===== src/rtl/chacha_pkg.sv =====
// Shared ChaCha20 types: words, 4x4 state matrix, block size and
// the deserialiser fill/full state.
package chacha_pkg;
   typedef logic [31:0] word_t;
   typedef word_t [3:0][3:0] mat_t;

   localparam int WORDS_PER_BLOCK = 16;
   localparam logic [3:0] LAST_IDX = 4'(WORDS_PER_BLOCK - 1);

   typedef enum logic {
      FILL = 1'b0,
      FULL = 1'b1
   } state_t;
endpackage


===== src/rtl/word_byteswap.sv =====
// Combinational 32-bit byte reverser: big-endian stream word to
// little-endian ChaCha20 word.
module word_byteswap
   import chacha_pkg::*;
(
   input  word_t i_word,
   output word_t o_word
);
   assign o_word = {i_word[7:0], i_word[15:8],
                    i_word[23:16], i_word[31:24]};
endmodule


===== src/rtl/deserialiser.sv =====
// Serial word stream to 4x4 word matrix, first word into [3][3].
// Define DESERIALISER_BYTESWAP_EN to byte-reverse each stored word.
module deserialiser
   import chacha_pkg::*;
(
   input  logic  clk,
   input  logic  rst_n,
   input  logic  flush,
   input  word_t in_data,
   input  logic  in_valid,
   input  logic  in_last,
   output logic  in_ready,
   output mat_t  out_data,
   output logic  out_valid,
   input  logic  out_ready,
   output logic  err
);
   state_t     r_state;
   state_t     w_next;
   logic [3:0] r_idx;
   logic       r_in_ready;
   logic       r_out_valid;
   logic       r_err;
   mat_t       r_data;

   word_t      w_word;
   logic       w_acc;
   logic       w_at_last;
   logic       w_mis;
   logic       w_done;
   logic       w_in_ready_nxt;
   logic       w_out_valid_nxt;
   logic       w_err_nxt;

`ifdef DESERIALISER_BYTESWAP_EN
   word_byteswap u_swap (
      .i_word (in_data),
      .o_word (w_word)
   );
`else
   assign w_word = in_data;
`endif

   assign w_acc     = in_valid & r_in_ready;
   assign w_at_last = (r_idx == LAST_IDX);
   assign w_mis     = w_acc & (in_last != w_at_last);
   assign w_done    = w_acc & in_last & w_at_last;

   always_ff @(posedge clk or negedge rst_n) begin
      if (!rst_n) r_state <= FILL;
      else        r_state <= w_next;
   end

   always_comb begin
      w_next = r_state;
      if (flush) begin
         w_next = FILL;
      end else begin
         unique case (r_state)
            FILL: if (w_done)    w_next = FULL;
            FULL: if (out_ready) w_next = FILL;
         endcase
      end
   end

   // Handshake outputs are registered copies of the next state.
   always_comb begin
      w_in_ready_nxt  = (w_next == FILL);
      w_out_valid_nxt = (w_next == FULL);
      w_err_nxt       = ~flush & w_mis;
   end

   always_ff @(posedge clk or negedge rst_n) begin
      if (!rst_n) begin
         r_in_ready  <= 1'b0;
         r_out_valid <= 1'b0;
         r_err       <= 1'b0;
      end else begin
         r_in_ready  <= w_in_ready_nxt;
         r_out_valid <= w_out_valid_nxt;
         r_err       <= w_err_nxt;
      end
   end

   always_ff @(posedge clk or negedge rst_n) begin
      if (!rst_n) begin
         r_idx <= '0;
      end else if (flush) begin
         r_idx <= '0;
      end else if (w_acc) begin
         if (w_mis || w_at_last) r_idx <= '0;
         else                    r_idx <= r_idx + 4'd1;
      end
   end

   // Inverted index bits give the reversed row/column placement.
   always_ff @(posedge clk or negedge rst_n) begin
      if (!rst_n) begin
         r_data <= '0;
      end else if (!flush && w_acc) begin
         r_data[~r_idx[3:2]][~r_idx[1:0]] <= w_word;
      end
   end

   assign in_ready  = r_in_ready;
   assign out_valid = r_out_valid;
   assign err       = r_err;
   assign out_data  = r_data;
endmodule


===== config.mk =====
export PLATFORM = sky130hd
export DESIGN_NAME = deserialiser
export DESIGN_NICKNAME = d
export VERILOG_FILES = /design/src/rtl/chacha_pkg.sv /design/src/rtl/word_byteswap.sv /design/src/rtl/deserialiser.sv
export SDC_FILE = /design/constraint.sdc
export NUM_CORES = 1
export LEC_CHECK = 0
export CORE_AREA = 2 2 215 217
export CTS_BUF_LIST = sky130_fd_sc_hd__clkbuf_2 sky130_fd_sc_hd__clkbuf_4 sky130_fd_sc_hd__clkbuf_8
export DETAILED_ROUTE_END_ITERATION = 10
export DIE_AREA = 0 0 217 219
export HOLD_SLACK_MARGIN = 0.12
export PLACE_DENSITY = 0.72
export SLEW_MARGIN = 20
export SYNTH_ARGS = -nofsm -noshare
export SYNTH_HDL_FRONTEND = slang
export SYNTH_SLANG_ARGS = --single-unit

===== constraint.sdc =====
create_clock -name clk -period 2.9 [get_ports clk]
set_clock_uncertainty 0.15 [all_clocks]
set_input_delay 0.58 -clock clk [delete_from_list [all_inputs] [get_ports clk]]
set_output_delay 0.58 -clock clk [all_outputs]
set_load 0.02 [all_outputs]

Yosys cells after proc, flatten, opt, wreduce, memory -nomap -nowiden
Index checks and enable logic that the tools add are counted.

Logic and storage cells: 55. Output and inout port bits: 515. Flip-flop bits (word level): 519. Input port bits: 38.

Equality and inequality tests: 2. Add/subtract/negate cells: 1. Bitwise gates (word level): 10. Magnitude comparators: 4. Reduce and logical (&&, ||, !) cells: 6. Mux-type cells: 12.

Operators with widths (count): $bwmux 512 (1); $demux 128 s2 (1); $mux 128 (1); $demux 32 s2 (1); $mux 32 (1); $mux 4 (3); $lt 2x3->1 const B (2); $and 1x1->1 (5); $add 4x1->4 const B (1); $eq 4x4->1 const B (1); $ge 2x1->1 const B (2); $not 2->2 (2); $logic_and 1x1->1 (3); $mux 1 (3); $not 1->1 (3); $pmux 1 s2 (1); $reduce_bool 2->1 (1); $logic_not 1->1 (1); $logic_or 1x1->1 (1); $ne 1x1->1 (1).

Depth between registers and ports, before layout
Depth in word-level cells: 8. Mapped depth: 7. Gate-level depth less buffers: 5.

Worst setup path before layout
No wires, ideal clock.

Path type: input -> register. Start: input flush. End: register r_data (netlist bit out_data[265]). Library setup time: 0.128 ns. Required time: 2.622 ns. Path buffers: 3. Path slack: 0.772 ns. Arrival: 1.850 ns. Stages: 5. Cell sequence: clkbuf_1 -> or4_1 -> buf_2 -> buf_6 -> mux2_1.

Longest elaborated chain between the ends: 2.

Ends and longest elaborated chain: start: declaration (line deserialiser.sv:8) `input logic flush,`; $logic_not 1->1 (line deserialiser.sv:100) `end else if (!flush && w_acc) begin`; $logic_and 1x1->1 (line deserialiser.sv:100); end signal: indexed assignment (line deserialiser.sv:101) `r_data[~r_idx[3:2]][~r_idx[1:0]] <= w_word;`; end: declaration (line deserialiser.sv:24) `mat_t r_data;`.

Every way passes these cells. A chain may end at the register's enable or synchronous reset.

Worst setup path after layout
Start: register r_in_ready, in the netlist in_ready. End: output in_ready.

RTL lines: start: declaration (line deserialiser.sv:21) `logic r_in_ready;`; start signal: assignment (line deserialiser.sv:79) `r_in_ready <= w_in_ready_nxt;`; end: declaration (line deserialiser.sv:12) `output logic in_ready,`.

No word-level cell between the ends.

==> reports/metrics.cfg <==
[route]
wl_per_cell_um=24.24
route.detailed.drc=0
drt_iter0_markers=628
wl_mm=59.82
drt-pass1-iter-count=4
detail-route-antenna-nets=0
viasPerCell=5.107
vias=12610

[placement]
dp_hpwl_mm=41.72
dp_slack_ns=0.05815
gp_congestion=0.7884
placed_area_mm2=0.02649
io_buffers=552

[sta]
grt_setup_unrepaired=no
tightestPinTransition_ns=0.8372
layout_setup_ws_ns=0.3067
maxSlewViolCount=0
post-route-period-util_pct=89.42
timing_hold_violations_final=0
hold_slack_ns=0.3045
slew_headroom_pct=44.01
finalSetupViolCount=0
tns_ns=0
finalCriticalPeriod_ns=2.593
max_freq_ghz=0.3856

[die]
core-area_mm2=0.04509
start_util_pct=43.91
die_h_um=219
io_pins=553
die_area_mm2=0.04752
die_x_um=217
std_cell_rows=78

[logic_synthesis]
ys_types=29
synth.cell_area_mm2=0.01980
ys_ff_latch=519
ys_seq_area_share_pct=65.60
synth_ff_type=dfrtp_1
synthArstFlopShare_pct=100.0
yosysWarnings=0
synth_edf_count=0
syn_nets=1216
synth_area_per_cell_um2=16.86
synth_cells=1174

[clocking]
cts_max_level=3
clock-sinks=519
path_clk_slew_ns=0.06
cts_tree=yes
post_cts_resized=0
numCtsBuffers=87
root_buffer=clkbuf_8
postCtsSetupRepairBufs=0
hold_buffers=1
cts.path.max_buffers=3
clock_latency_ns=0.64

[global_routing]
antenna_found_initial=3
grtUsageTotal_pct=25.40
grt_max_degree=60
grt_pass1_wl_mm=89.33
grt_pass1_vias=13700
overflow=0

[cells_and_area]
drive_gt1_share_pct=35.28
fillers=3387
nets=1842
area_growth_pct=43.49
final_area_mm2=0.02841
seq_area_mm2=0.01299
multi_input_area_mm2=0.006392

[critical_path]
cp.arrival_ns=1.86
worstSetupPathType=register to output pin
cp_cell_sequence=clkdlybuf4s50_1
cp_max_fo=7
max_stage_delay_ns=0.72
cp_num_buf_inv=1
start_kind=register
end_kind=output pin
critPathRequiredTime_ns=2.17
slowest_stage=clkdlybuf4s50_1
cpLargestDelayFamily=buffers and inverters

[status]
status=complete, no violations

[power_and_ir_drop]
vdd_ir_drop_max_v=0.0004763
powerDensity_mw_per_mm2=575.6
p_leak_nw=13.56

[flow_run]
cap_violations=0

[hold_path]
min_path_type=input pin to async pin

==> sequential cells by signal, indices dropped and copies added (netlist names) <==
register / flops
out_data: 512
err: 1
r_idx: 4
out_valid: 1
in_ready: 1
==> cells in the mapped netlist (3+ instances only) <==
cell type / number / share of area (%)
dfrtp_1: 519 / 66
mux2_2: 359 / 20
mux2_1: 99 / 5.6
mux2_4: 54 / 4.1
buf_2: 39 / 0.99
clkbuf_1: 34 / 0.64
buf_6: 15 / 0.85
nor2_1: 11 / 0.21
or4_1: 6 / 0.23
nand3_1: 5 / 0.13
ha_1: 4 / 0.25
nand2b_1: 4 / 0.13
inv_1: 3 / 0.057
==> layout make-up <==
class / instances / area share [%]
flip-flops and latches: 519 / 45.72
clock inverters: 21 / 0.7752
diodes: 3 / 0.02643
multi-input cells: 564 / 22.50
inverters: 3 / 0.03964
clock buffers: 133 / 5.916
well taps: 600 / 2.643
repair buffers: 625 / 22.38
==> path summary, 6_finish.rpt <==
path,endpoint,cells past startpoint,slack (ns),startpoint
worst max-delay path,in_ready,1,0.31,in_ready
worst min-delay path,out_data[171],2,0.30,rst_n
worst max register to register,out_data[265],4,0.60,r_idx[2]
worst min register to register,out_data[5],1,0.34,out_data[5]
max in group asynchronous,out_data[111],4,1.29,rst_n
min in group clk,out_data[5],1,0.34,out_data[5]
==> layout by cell type (no fill, tap or decap), types with 5 or more instances in the layout <==
| cell | netlist | routed |
|---|---|---|
| clkinv_2 | 0 | 11 |
| nor2_4 | 0 | 9 |
| buf_4 | 0 | 50 |
| mux2_2 | 359 | 359 |
| dfrtp_1 | 519 | 519 |
| clkbuf_8 | 0 | 109 |
| clkinvlp_4 | 0 | 6 |
| clkdlybuf4s50_1 | 0 | 551 |
| mux2_1 | 99 | 99 |
| clkbuf_4 | 0 | 24 |
| nand3_1 | 5 | 5 |
| or4_2 | 0 | 5 |
| mux2_4 | 54 | 54 |
| buf_12 | 0 | 22 |
==> metrics by stage <==
| stage | util (%) | instances | total power, mW |
|---|---|---|---|
| finish | 63.00 | 2468 | 16.35 |
| global route | 63.00 | 2467 | 16.97 |
| CTS | 62.98 | 2465 | 16.55 |
| detailed placement | 58.75 | 2310 | 9.542 |
| global placement | 58.75 | 2310 | 9.504 |
| floorplan | - | 1174 | 8.437 |
==> power breakdown <==
part / switching [mW] / internal, mW
Sequential: 0.173 / 7.53
Clock: 2.91 / 4.05
Combinational: 0.950 / 0.744
Total: 4.03 / 12.3
==> routing by layer <==
| layer | vias to the layer above | part of all wire (%) | track usage, % |
|---|---|---|---|
| met4 | 0 | 3.9 | 11.46 |
| met3 | 120 | 8.4 | 8.219 |
| met5 | - | 0 | 0 |
| li1 | 5383 | - | - |
| met1 | 6597 | 40 | 31.25 |
| met2 | 505 | 48 | 40.98 |
==> logic make-up after synthesis <==
| logic type | Yosys count | synth area share [%] |
|---|---|---|
| AO/OA/AOI/OAI | 7 | 0.2402 |
| AND/OR/NAND/NOR | 40 | 1.169 |
| adder cells (fa/ha/maj) | 4 | 0.2528 |
| XOR/XNOR | 1 | 0.04425 |
| flip-flops | 519 | 65.60 |
| buffers and inverters | 91 | 2.541 |
| multiplexers | 512 | 30.15 |
(Power assumes the default switching activity.)
